`src/rtl/program_sequencer_pkg.sv`:
```
// Shared types and constants for the program sequencer: FSM state encoding
// and the instruction word that stops execution.
package program_sequencer_pkg;

    typedef enum logic [1:0] {
        ST_IDLE = 2'd0,
        ST_LOAD = 2'd1,
        ST_RUN  = 2'd2,
        ST_HALT = 2'd3
    } seq_state_e;

    // All-ones word; users slice the low W bits for their instruction width.
    localparam int unsigned HALT_CODE_MAX_W = 64;
    localparam logic [HALT_CODE_MAX_W-1:0] HALT_CODE = '1;

endpackage

```
`src/rtl/program_sequencer.sv`:
```
// Program sequencer: streams a program into external instruction memory,
// then fetches it sequentially with branch/stall control until a halt.
module program_sequencer
    import program_sequencer_pkg::*;
#(
    parameter int D = 12,
    parameter int W = 9
) (
    input  logic         clk,
    input  logic         reset_n,
    input  logic         start,
    input  logic         load_valid,
    input  logic [W-1:0] load_data,
    input  logic         load_last,
    output logic         load_ready,
    output logic         mem_we,
    output logic [D-1:0] mem_waddr,
    output logic [W-1:0] mem_wdata,
    output logic [D-1:0] programCounter,
    input  logic [W-1:0] machineCode,
    input  logic         branch_taken,
    input  logic [D-1:0] branch_target,
    input  logic         stall,
    output logic         busy,
    output logic         done
);

    // Handshake: a word moves into memory in any cycle where load_valid and
    // load_ready are both high; load_ready depends only on state, never on
    // load_valid, so the producer may hold or withdraw a word freely.

    seq_state_e   state_q, state_d;
    logic [D-1:0] pc_q, pc_d;
    logic [D-1:0] cnt_q, cnt_d;
    logic [D:0]   len_q, len_d;

    logic         xfer;
    logic         cnt_full;
    logic         is_halt_code;
    logic [D:0]   pc_inc;

    always_comb begin
        xfer         = (state_q == ST_LOAD) && load_valid;
        cnt_full     = &cnt_q;
        is_halt_code = (machineCode == HALT_CODE[W-1:0]);
        pc_inc       = {1'b0, pc_q} + (D+1)'(1);
    end

    always_comb begin
        state_d = state_q;
        pc_d    = pc_q;
        cnt_d   = cnt_q;
        len_d   = len_q;
        case (state_q)
            ST_IDLE, ST_HALT: begin
                if (start) begin
                    state_d = ST_LOAD;
                    cnt_d   = '0;
                end
            end
            ST_LOAD: begin
                if (xfer) begin
                    cnt_d = cnt_q + D'(1);
                    // A full memory ends the load even without load_last.
                    if (load_last || cnt_full) begin
                        state_d = ST_RUN;
                        len_d   = {1'b0, cnt_q} + (D+1)'(1);
                        pc_d    = '0;
                    end
                end
            end
            ST_RUN: begin
                if (!stall) begin
                    if (is_halt_code) begin
                        state_d = ST_HALT;
                    end else if (branch_taken) begin
                        pc_d = branch_target;
                    end else if (pc_inc == len_q) begin
                        state_d = ST_HALT;
                    end else begin
                        pc_d = pc_inc[D-1:0];
                    end
                end
            end
            default: state_d = ST_IDLE;
        endcase
    end

    always_ff @(posedge clk or negedge reset_n) begin
        if (!reset_n) begin
            state_q <= ST_IDLE;
            pc_q    <= '0;
            cnt_q   <= '0;
            len_q   <= '0;
        end else begin
            state_q <= state_d;
            pc_q    <= pc_d;
            cnt_q   <= cnt_d;
            len_q   <= len_d;
        end
    end

    // Write address/data are zeroed outside a transfer so the bus is quiet.
    always_comb begin
        mem_we         = xfer;
        mem_waddr      = xfer ? cnt_q : '0;
        mem_wdata      = xfer ? load_data : '0;
        load_ready     = (state_q == ST_LOAD);
        busy           = (state_q == ST_LOAD) || (state_q == ST_RUN);
        done           = (state_q == ST_HALT);
        programCounter = pc_q;
    end

endmodule

```
`config.mk`:
```
export PLATFORM = sky130hd
export DESIGN_NAME = program_sequencer
export DESIGN_NICKNAME = d
export VERILOG_FILES = /design/src/rtl/program_sequencer_pkg.sv /design/src/rtl/program_sequencer.sv
export SDC_FILE = /design/constraint.sdc
export NUM_CORES = 1
export LEC_CHECK = 0
export BUFFER_PORTS_ARGS = -buffer_cell sky130_fd_sc_hd__buf_2
export CORE_ASPECT_RATIO = 1.5
export CORE_MARGIN = 4
export CORE_UTILIZATION = 53
export CTS_BUF_LIST = sky130_fd_sc_hd__clkbuf_8 sky130_fd_sc_hd__clkbuf_16
export CTS_CLUSTER_DIAMETER = 80
export DETAILED_ROUTE_END_ITERATION = 8
export HOLD_SLACK_MARGIN = 0.15
export PLACE_DENSITY = 0.81
export SETUP_SLACK_MARGIN = 0.15
export SYNTH_ARGS = -nofsm -noshare
export SYNTH_HDL_FRONTEND = slang
export SYNTH_SLANG_ARGS = --single-unit
```
`constraint.sdc`:
```
create_clock -name clk -period 2.6 [get_ports clk]
set_input_delay 0.26 -clock clk [delete_from_list [all_inputs] [get_ports clk]]
set_output_delay 0.26 -clock clk [all_outputs]
set_load 0.005 [all_outputs]
```
Word level (Yosys, flattened, before mapping)
Cells that the tools add are included.
{"block": "op_classes", "add_sub_neg": 3, "eq_ne": 13, "muxes": 20, "reduce_logical": 12}
{"op": "$mux W12", "n": 9}
{"op": "$pmux W12 S2", "n": 2}
{"op": "$add A12 B1 Y13 const B", "n": 2}
{"op": "$mux W2", "n": 7}
{"op": "$eq A13 B13 Y1", "n": 1}
{"op": "$add A12 B1 Y12 const B", "n": 1}
{"op": "$reduce_and A12 Y1", "n": 1}
{"op": "$reduce_and A6 Y1", "n": 2}
{"op": "$eq A9 B9 Y1 const B", "n": 1}
{"op": "$mux W9", "n": 1}
{"op": "$ne A3 B3 Y1 const B", "n": 3}
{"op": "$ne A2 B2 Y1 const B", "n": 3}
{"op": "$pmux W2 S3", "n": 1}
{"op": "$reduce_and A3 Y1", "n": 2}
{"op": "$eq A2 B2 Y1 const B", "n": 2}
{"op": "$ne A2 B1 Y1 const B", "n": 2}
{"op": "$reduce_bool A2 Y1", "n": 2}
{"op": "$eq A2 B1 Y1 const B", "n": 1}
{"op": "$logic_not A2 Y1", "n": 1}
{"op": "$logic_or A1 B1 Y1", "n": 2}
{"op": "$reduce_or A2 Y1", "n": 1}
{"op": "$logic_and A1 B1 Y1", "n": 1}
{"block": "word_totals", "reg_bits": 39, "word_cells": 52}

Longest topological paths before layout
Gate-level depths: netlist (run 1).
{"block": "logic_depth", "depth_word": 7, "depth_mapped": 11, "depth_no_buf": 9}

Worst setup path after synthesis (run 1)
Ideal clock, no wire load.
{"block": "synth_path", "path_type": "flip-flop to flip-flop", "startpoint": "register pc_q[0], in the netlist programCounter[0]", "endpoint": "register pc_q[11], in the netlist programCounter[11]", "setup_ns": 0.124, "arrival_ns": 2.319, "required_ns": 2.476, "path_slack_ns": 0.157, "stages_incl_launch_ff": 11, "path_buffers": 1, "synth_period_minus_slack_ns": 2.443, "cell_sequence": "dfrtp_1 > ha_1 > buf_2 > and3_1 > xnor2_1 > nand4_1 > nor4_2 > a31oi_4 > a21oi_2 > nor4_1 > a211o_1"}
{"block": "synth_between", "elab_chain_cells": 6, "elab_cells_between_ends": 9}
{"element": "from (decl)", "line": "program_sequencer.sv:33", "source": "logic [D-1:0] pc_q, pc_d;"}
{"element": "from (signal assigned)", "line": "program_sequencer.sv:97", "source": "pc_q <= pc_d;"}
{"element": "$add A12 B1 Y13 *", "line": "program_sequencer.sv:46", "source": "pc_inc = {1'b0, pc_q} + (D+1)'(1);"}
{"element": "parallel branches: the longest is 5 deep, another holds $eq A13 B13 Y1"}
Mark *: on every way between the ends. The select of a mux whose other input is x is not followed.
A chain may end at the register's enable or synchronous reset.

Worst setup path after layout (run 1)
{"block": "layout_path", "startpoint": "register pc_q[1], in the netlist programCounter[1]", "endpoint": "register pc_q[11], in the netlist programCounter[11]"}
The elaborated chain is that of the path after synthesis.

==> report_table.html, run 1 <==
<table>
<tr><th>Metric</th><th>Value</th></tr>
<tr><th colspan="2">STA</th></tr>
<tr><td>Actual slew at the worst max-slew pin</td><td>0.889 ns</td></tr>
<tr><td>Final critical path time including I/O delays and setup</td><td>2.44 ns</td></tr>
<tr><td>Number of hold-slack violations in the final timing report</td><td>0</td></tr>
<tr><td>Post-Route Skew</td><td>0.00326 ns</td></tr>
<tr><td>Final cycle utilization of the critical path</td><td>94.0%</td></tr>
<tr><td>Final max-slew violation count</td><td>0</td></tr>
<tr><td>Worst setup margin</td><td>0.155 ns</td></tr>
<tr><td>Setup_tns</td><td>0 ns</td></tr>
<tr><td>Top achievable clock speed</td><td>0.409 GHz</td></tr>
<tr><td>Setup repair after global routing missed its margin</td><td>true</td></tr>
<tr><td>Number of setup violations in the final report</td><td>0</td></tr>
<tr><td>Relative max-transition margin</td><td>40.8%</td></tr>
<tr><th colspan="2">Route</th></tr>
<tr><td>Total length of routed wires</td><td>7530 µm</td></tr>
<tr><td>Average detailed-routed wire length per instance</td><td>15.7 µm</td></tr>
<tr><td>Starting DRT DRC Count</td><td>145</td></tr>
<tr><td>Count of vias placed by the detailed router</td><td>2,765</td></tr>
<tr><td>Number of design rule violations left after detail routing</td><td>0</td></tr>
<tr><td>First-pass iteration count of the detailed router</td><td>4</td></tr>
<tr><td>Count of nets left with antenna violations after detail routing</td><td>0</td></tr>
<tr><td>Number of vias per cell</td><td>5.76</td></tr>
<tr><th colspan="2">Global route</th></tr>
<tr><td>Antenna violations before repair</td><td>0</td></tr>
<tr><td>Gr usage total</td><td>24.2%</td></tr>
<tr><td>Global-route wire length before repair</td><td>12,000 µm</td></tr>
<tr><td>Total congestion overflow</td><td>0</td></tr>
<tr><td>Number of global-route vias before repair</td><td>2,668</td></tr>
<tr><td>Pin count of the biggest net entering global routing</td><td>40</td></tr>
<tr><th colspan="2">Floorplanning</th></tr>
<tr><td>Die Width</td><td>66.3 µm</td></tr>
<tr><td>Initial Util</td><td>55.4%</td></tr>
<tr><td>Core ar.</td><td>0.00489 mm²</td></tr>
<tr><td>Vert. Die Dim</td><td>95.5 µm</td></tr>
<tr><td>Cell row count</td><td>31</td></tr>
<tr><td>I/O pin total</td><td>74</td></tr>
<tr><td>Die Footprint</td><td>0.00633 mm²</td></tr>
<tr><th colspan="2">Worst hold path</th></tr>
<tr><td>Min-Delay Endpoint</td><td>programCounter[5]</td></tr>
<tr><td>Tightest Hold Check Type</td><td>input port to register</td></tr>
<tr><td>Count of cells along the worst hold path</td><td>3</td></tr>
<tr><td>Hold Startpoint</td><td>branch_target[5]</td></tr>
<tr><th colspan="2">Status</th></tr>
<tr><td>Status</td><td>finished, final reports clean</td></tr>
<tr><th colspan="2">Logic synthesis</th></tr>
<tr><td>Post-synthesis average cell area</td><td>8.30 µm²</td></tr>
<tr><td>Syn_nets</td><td>369</td></tr>
<tr><td>Number of warnings reported in the yosys synthesis log</td><td>0</td></tr>
<tr><td>Syn Inst Count</td><td>326</td></tr>
<tr><td>Primary flip-flop cell chosen by synthesis mapping</td><td>dfrtp_1</td></tr>
<tr><td>Share of synthesized flip-flops with an asynchronous set or reset</td><td>100%</td></tr>
<tr><td>Synthesized cell area</td><td>0.00271 mm²</td></tr>
<tr><td>Sequential area share after synthesis</td><td>36.1%</td></tr>
<tr><td>Number of enable-type register cells in the synthesized netlist</td><td>0</td></tr>
<tr><td>Post-synthesis register bit count</td><td>39</td></tr>
<tr><td>Number of distinct library cells after synthesis</td><td>52</td></tr>
<tr><th colspan="2">Run</th></tr>
<tr><td>Max Cap Viol</td><td>0</td></tr>
<tr><th colspan="2">Power and ir drop</th></tr>
<tr><td>Sw frac</td><td>40.6%</td></tr>
<tr><td>Internal power</td><td>1.66 mW</td></tr>
<tr><td>Clock power share</td><td>19.8%</td></tr>
<tr><td>Portion of total power attributed to combinational logic</td><td>49.8%</td></tr>
<tr><td>Psw</td><td>1.14 mW</td></tr>
<tr><td>Leakage power figure</td><td>1.72 nW</td></tr>
<tr><td>Power per cell area</td><td>802 mW/mm²</td></tr>
<tr><td>Peak ir drop on the vdd network</td><td>663 µV</td></tr>
<tr><td>Share of power burned in registers</td><td>30.3%</td></tr>
<tr><th colspan="2">Setup path</th></tr>
<tr><td>Reg2reg path depth</td><td>9</td></tr>
<tr><td>Crit path DAT</td><td>2.64 ns</td></tr>
<tr><td>Maximum fanout along the worst path</td><td>6</td></tr>
<tr><td>Register-to-register setup slack</td><td>0.16 ns</td></tr>
<tr><td>Startpoint kind of the worst setup timing path</td><td>register</td></tr>
<tr><td>Worst reg2reg path startpoint</td><td>programCounter[1]</td></tr>
<tr><td>Crit Reg-Reg Endpoint</td><td>programCounter[11]</td></tr>
<tr><td>Worst path required time</td><td>2.79 ns</td></tr>
<tr><td>Category of the most critical setup path</td><td>register to register</td></tr>
<tr><td>Sort of element at the end of the critical path</td><td>register</td></tr>
<tr><th colspan="2">Clocking</th></tr>
<tr><td>Clock latency on the worst-skew pair</td><td>0.30 ns</td></tr>
<tr><td>Clock transition time at the flip-flop clock pins of the worst setup and hold paths</td><td>0.08 ns</td></tr>
<tr><td>CTS tree</td><td>done</td></tr>
<tr><td>H-tree Lvls</td><td>2</td></tr>
<tr><td>Maximum count of clock buffers along a single path</td><td>2</td></tr>
<tr><td>Clock tree root buffer cell</td><td>clkbuf_8</td></tr>
<tr><td>CTS buffer count</td><td>5</td></tr>
<tr><td>Sinks on Clock Net</td><td>39</td></tr>
<tr><th colspan="2">Cells and area</th></tr>
<tr><td>Most frequent cells in the layout</td><td>buf_2 (73), nand2_1 (44), o21ai_0 (43)</td></tr>
<tr><td>Diode insertion count for antenna repair</td><td>0</td></tr>
<tr><td>Leading cell type in the layout, fill and taps excluded</td><td>buf_2</td></tr>
<tr><td># nets final</td><td>456</td></tr>
<tr><td>Synthesis-to-layout area growth</td><td>29.2%</td></tr>
<tr><td>Post-Layout Inst Area</td><td>0.00350 mm²</td></tr>
<tr><td>Proportion of layout cells with a drive suffix above 1</td><td>33.6%</td></tr>
<tr><td>Count of non-filler cells in the finished layout</td><td>480</td></tr>
<tr><th colspan="2">Placed design</th></tr>
<tr><td>Placement-stage worst setup slack</td><td>-0.0187 ns</td></tr>
<tr><td>Port bufs</td><td>73</td></tr>
<tr><td>Placed Instances</td><td>460</td></tr>
<tr><td>Final weighted congestion in routability-driven placement</td><td>0.895</td></tr>
<tr><td>Post-DP HPWL</td><td>5500 µm</td></tr>
<tr><td>Cell area after placement</td><td>0.00317 mm²</td></tr>
</table>
[cells by family after synthesis]
family | synth area share (%)
simple gates | 27.7
compound gates | 19.0
flops | 36.1
buf+inv | 5.41
xor+xnor | 7.45
fa+ha+maj | 2.78
mux | 1.57
[what timing repair did]
action                     in CTS  in global routing
pin swaps                       3                 12
hold endpoints to repair       39                  0
setup buffers                   4                  7
gates resized for setup         9                 21
setup endpoints to repair      11                 22
hold buffers                    1                  0
[metal layers]
layer / GRT usage, % / share of wire [%] / vias up
met1: 26.3 / 39 / 1278
met2: 45.3 / 52 / 124
met5: 0 / 0 / -
met3: 4.13 / 6.5 / 17
met4: 9.66 / 2.4 / 0
li1: - / - / 1346
[stage by stage]
stage | hold slack (ns) | util, % | power (mW)
after floorplan | -0.0356 | - | 1.63
after global placement | 0.415 | 64.8 | 2.02
after detailed placement | 0.418 | 64.8 | 2.05
after CTS | 0.229 | 68.9 | 2.68
after global routing | 0.229 | 71.5 | 3.00
final | 0.222 | 71.5 | 2.80
[cells in the mapped netlist (6+ instances only)]
cell      count  area share, %
o21ai_0      46            8.5
clkbuf_1     10            1.4
o211ai_1      6            1.7
xnor2_1      16            5.2
nand2_1      44            6.1
xor2_1        7            2.3
buf_2         6            1.1
a21oi_1       8            1.5
ha_1          6            2.8
nand3_1      11            2.0
inv_1        13            1.8
nor2_1       17            2.4
dfrtp_1      39             36
and3_1       27            6.2
a31oi_1       6            1.4
[state kept, by name (all words and copies together) (netlist names)]
register,count
len_q,13
cnt_q,12
programCounter,12
state_q,2
[final cells by class]
cell class / instances / area (µm²)
Clock buffer: 6 / 82.6
Clock inverter: 2 / 38.8
Fill cell: 393 / 1390
Inverter: 13 / 48.8
Multi-Input combinational cell: 254 / 1680
Sequential cell: 39 / 983
Tap cell: 66 / 82.6
Timing Repair Buffer: 100 / 582
[worst max path at each step]
stage	from	endpoint	slack, ns	cells after the start
after floorplan	programCounter[0]	programCounter[11]	0.16	10
after global placement	cnt_q[0]	programCounter[5]	0.03	9
after detailed placement	cnt_q[0]	programCounter[7]	-0.02	9
after CTS	programCounter[4]	programCounter[8]	0.15	10
after global routing	programCounter[1]	programCounter[3]	0.04	10
final	programCounter[1]	programCounter[11]	0.16	9
[power groups by stage]
stage / Sequential, mW / Combinational [mW] / Clock, mW
CTS: 0.839 / 1.29 / 0.559
detailed placement: 0.850 / 1.20 / 0
finish: 0.850 / 1.40 / 0.556
global route: 0.869 / 1.55 / 0.580
global placement: 0.846 / 1.17 / 0
floorplan: 0.815 / 0.817 / 0
[critical path, stage by stage, from the launching register on]
cell and delay, ns:
dfrtp_1 0.41, buf_4 0.16, and3_1 0.26, a31oi_1 0.28, o22ai_2 0.15, nor4_4 0.31
a31oi_4 0.18, a21oi_4 0.23, nor4_1 0.07, a211o_1 0.27
Note: power is estimated with default switching activity, not from simulation.
==> run 2: changes to the inputs <==
- CORE_UTILIZATION: 53 -> 55
- PLACE_DENSITY: 0.81 -> 0.83
- clock period: 2.6 -> 3.1 ns (I/O delays scaled with it)
==> report_table.html, run 2 (same netlist as run 1, synthesis figures left out) <==
<table>
<tr><th>Metric</th><th>Value</th></tr>
<tr><th colspan="2">Status</th></tr>
<tr><td>Status</td><td>finished, final reports clean</td></tr>
<tr><th colspan="2">Clocking</th></tr>
<tr><td>H-tree Lvls</td><td>2 (unchanged)</td></tr>
<tr><td>CTS tree</td><td>done</td></tr>
<tr><td>Clock transition time at the flip-flop clock pins of the worst setup and hold paths</td><td>0.08 ns (about the same)</td></tr>
<tr><td>Maximum count of clock buffers along a single path</td><td>2 (unchanged)</td></tr>
<tr><td>Clock latency on the worst-skew pair</td><td>0.29 ns (about the same)</td></tr>
<tr><td>CTS buffer count</td><td>5 (unchanged)</td></tr>
<tr><td>Clock tree root buffer cell</td><td>clkbuf_8</td></tr>
<tr><td>Sinks on Clock Net</td><td>39 (unchanged)</td></tr>
<tr><th colspan="2">Global route</th></tr>
<tr><td>Number of global-route vias before repair</td><td>2,534 (-5.0%)</td></tr>
<tr><td>Pin count of the biggest net entering global routing</td><td>40 (unchanged)</td></tr>
<tr><td>Global-route wire length before repair</td><td>11,800 µm (-1.5%)</td></tr>
<tr><td>Gr usage total</td><td>24.3% (+0.14 points)</td></tr>
<tr><td>Antenna violations before repair</td><td>0 (unchanged)</td></tr>
<tr><td>Total congestion overflow</td><td>0 (unchanged)</td></tr>
<tr><th colspan="2">Cells and area</th></tr>
<tr><td>Synthesis-to-layout area growth</td><td>17.7%</td></tr>
<tr><td>Max reg flops</td><td>13 (unchanged)</td></tr>
<tr><td>Register with the highest flop count</td><td>len_q</td></tr>
<tr><td>Leading cell type in the layout, fill and taps excluded</td><td>buf_2</td></tr>
<tr><td>Diode insertion count for antenna repair</td><td>0 (unchanged)</td></tr>
<tr><td>Most frequent cells in the layout</td><td>buf_2 (73), o21ai_0 (46), nand2_1 (44)</td></tr>
<tr><td>Fill cell instance count of the final layout</td><td>430 (+9.4%)</td></tr>
<tr><td>Final cell utilization of the core</td><td>66.2% (-5.3 points)</td></tr>
<tr><td>Count of non-filler cells in the finished layout</td><td>457 (-4.8%)</td></tr>
<tr><td># nets final</td><td>433 (-5.0%)</td></tr>
<tr><td>Proportion of layout cells with a drive suffix above 1</td><td>24.8% (-8.8 points)</td></tr>
<tr><th colspan="2">Setup path</th></tr>
<tr><td>Crit Reg-Reg Endpoint</td><td>programCounter[5]</td></tr>
<tr><td>Crit path DAT</td><td>2.94 ns (+0.30 ns)</td></tr>
<tr><td>Reg2reg path depth</td><td>9 (unchanged)</td></tr>
<tr><td>Maximum fanout along the worst path</td><td>6 (unchanged)</td></tr>
<tr><td>Worst reg2reg path startpoint</td><td>cnt_q[0]</td></tr>
<tr><td>Category of the most critical setup path</td><td>register to register</td></tr>
<tr><td>Sort of element at the end of the critical path</td><td>register</td></tr>
<tr><td>Register-to-register setup slack</td><td>0.37 ns (+0.22 ns)</td></tr>
<tr><td>Startpoint kind of the worst setup timing path</td><td>register</td></tr>
<tr><td>Worst path required time</td><td>3.31 ns (+0.52 ns)</td></tr>
<tr><th colspan="2">Power and ir drop</th></tr>
<tr><td>Share of power burned in registers</td><td>35.8% (+5.5 points)</td></tr>
<tr><td>Psw</td><td>885 µW (-22%)</td></tr>
<tr><td>Clock power share</td><td>17.0% (-2.8 points)</td></tr>
<tr><td>Leakage power figure</td><td>1.58 nW (-8.1%)</td></tr>
<tr><td>Power per cell area</td><td>640 mW/mm² (-20%)</td></tr>
<tr><td>Portion of total power attributed to combinational logic</td><td>47.2% (-2.6 points)</td></tr>
<tr><td>Internal power</td><td>1.15 mW (-31%)</td></tr>
<tr><td>Sw frac</td><td>43.5% (+2.8 points)</td></tr>
<tr><td>Peak ir drop on the vdd network</td><td>531 µV (-20%)</td></tr>
<tr><td>Total power</td><td>2.04 mW (-27%)</td></tr>
<tr><th colspan="2">Worst hold path</th></tr>
<tr><td>Tightest Hold Check Type</td><td>input port to register</td></tr>
<tr><td>Hold Startpoint</td><td>branch_target[7]</td></tr>
<tr><td>Min-Delay Endpoint</td><td>programCounter[7]</td></tr>
<tr><td>Count of cells along the worst hold path</td><td>3 (unchanged)</td></tr>
<tr><th colspan="2">Route</th></tr>
<tr><td>Number of design rule violations left after detail routing</td><td>0 (unchanged)</td></tr>
<tr><td>First-pass iteration count of the detailed router</td><td>4 (unchanged)</td></tr>
<tr><td>Total length of routed wires</td><td>7050 µm (-6.4%)</td></tr>
<tr><td>Average detailed-routed wire length per instance</td><td>15.4 µm (-1.7%)</td></tr>
<tr><td>Number of vias per cell</td><td>5.76 (about the same)</td></tr>
<tr><td>Starting DRT DRC Count</td><td>206 (+42%)</td></tr>
<tr><td>Count of nets left with antenna violations after detail routing</td><td>0 (unchanged)</td></tr>
<tr><td>Count of vias placed by the detailed router</td><td>2,634 (-4.7%)</td></tr>
<tr><th colspan="2">Floorplanning</th></tr>
<tr><td>Cell row count</td><td>31 (unchanged)</td></tr>
<tr><td>Die Width</td><td>65.3 µm (-1.6%)</td></tr>
<tr><td>Core ar.</td><td>0.00481 mm² (-1.6%)</td></tr>
<tr><td>Vert. Die Dim</td><td>93.9 µm (-1.7%)</td></tr>
<tr><td>Initial Util</td><td>56.2% (+0.89 points)</td></tr>
<tr><td>Die Footprint</td><td>0.00613 mm² (-3.3%)</td></tr>
<tr><td>I/O pin total</td><td>74 (unchanged)</td></tr>
<tr><th colspan="2">STA</th></tr>
<tr><td>Number of hold-slack violations in the final timing report</td><td>0 (unchanged)</td></tr>
<tr><td>Number of setup violations in the final report</td><td>0 (unchanged)</td></tr>
<tr><td>Post-Route Skew</td><td>0.00506 ns (+0.00180 ns)</td></tr>
<tr><td>Relative max-transition margin</td><td>28.1% (-13 points)</td></tr>
<tr><td>Actual slew at the worst max-slew pin</td><td>1.07 ns (+0.179 ns)</td></tr>
<tr><td>Top achievable clock speed</td><td>0.366 GHz (-10%)</td></tr>
<tr><td>Final critical path time including I/O delays and setup</td><td>2.73 ns (+0.285 ns)</td></tr>
<tr><td>Setup_tns</td><td>0 ns (unchanged)</td></tr>
<tr><td>Final max-slew violation count</td><td>0 (unchanged)</td></tr>
<tr><td>Final cycle utilization of the critical path</td><td>88.1% (-6.0 points)</td></tr>
<tr><td>Setup repair after global routing missed its margin</td><td>false</td></tr>
<tr><th colspan="2">Placed design</th></tr>
<tr><td>Final weighted congestion in routability-driven placement</td><td>0.904 (+0.99%)</td></tr>
<tr><td>Port bufs</td><td>73 (unchanged)</td></tr>
<tr><td>Post-DP HPWL</td><td>5260 µm (-4.3%)</td></tr>
<tr><td>Placed Instances</td><td>447 (-2.8%)</td></tr>
<tr><th colspan="2">Run</th></tr>
<tr><td>Max Cap Viol</td><td>0 (unchanged)</td></tr>
</table>
==> run 2: metrics by stage <==
step           cell area (µm²)  setup WS, ns  hold slack [ns]
6_report                  3180         0.370            0.283
4_1_cts                   3170         0.268            0.277
2_1_floorplan             2710         0.657           0.0144
3_5_place_dp              3070         0.303            0.478
5_1_grt                   3180         0.181            0.281
3_3_place_gp              3070         0.354            0.472
==> run 2: layout make-up <==
type | count | area [µm²] | share of cell area [%]
Clock buffer | 5 | 68.8 | 2.16
Sequential cell | 39 | 976 | 30.7
Timing Repair Buffer | 77 | 398 | 12.5
Inverter | 13 | 48.8 | 1.53
Clock inverter | 3 | 16.3 | 0.511
Tap cell | 66 | 82.6 | 2.59
Multi-Input combinational cell | 254 | 1590 | 50.0
==> run 2: how the worst max path moves through the flow <==
| stage | to | start | slack [ns] |
|---|---|---|---|
| finish | programCounter[5] | cnt_q[0] | 0.37 |
| global route | cnt_q[2] | state_q[1] | 0.18 |
| CTS | programCounter[7] | programCounter[0] | 0.27 |
| detailed placement | programCounter[7] | programCounter[0] | 0.30 |
| global placement | programCounter[4] | programCounter[0] | 0.35 |
| floorplan | programCounter[11] | programCounter[0] | 0.66 |
==> run 2: what timing repair did <==
action / in CTS / in global routing
hold buffers: 1 / 0
setup buffers: 0 / 1
hold endpoints to repair: 3 / 0
resized for setup: 0 / 2
endpoints found under the setup margin: 0 / 10
==> run 2: power groups by stage <==
stage | clock [mW] | combinational (mW) | sequential [mW]
6_report | 0.347 | 0.961 | 0.728
5_1_grt | 0.374 | 1.08 | 0.750
4_1_cts | 0.353 | 0.928 | 0.726
3_5_place_dp | 0 | 0.918 | 0.737
3_3_place_gp | 0 | 0.903 | 0.730
2_1_floorplan | 0 | 0.685 | 0.684
==> run 2: layer usage <==
layer | share of wire [%] | vias to the layer above | global-route usage (%)
met5 | 0 | - | 0
met4 | 0.71 | 0 | 7.09
met3 | 7.0 | 6 | 3.83
met2 | 53 | 123 | 45.2
met1 | 39 | 1206 | 28.0
li1 | - | 1299 | -
==> run 2: worst max-delay path, stage by stage (launching register included) <==
cell and delay (ns):
dfrtp_1 0.43, ha_1 0.28, nand3_2 0.15, nor3_4 0.29, a41o_1 0.24, a21boi_0 0.19
nor3_2 0.37, nand3_2 0.18, or4_1 0.43, o211ai_1 0.10
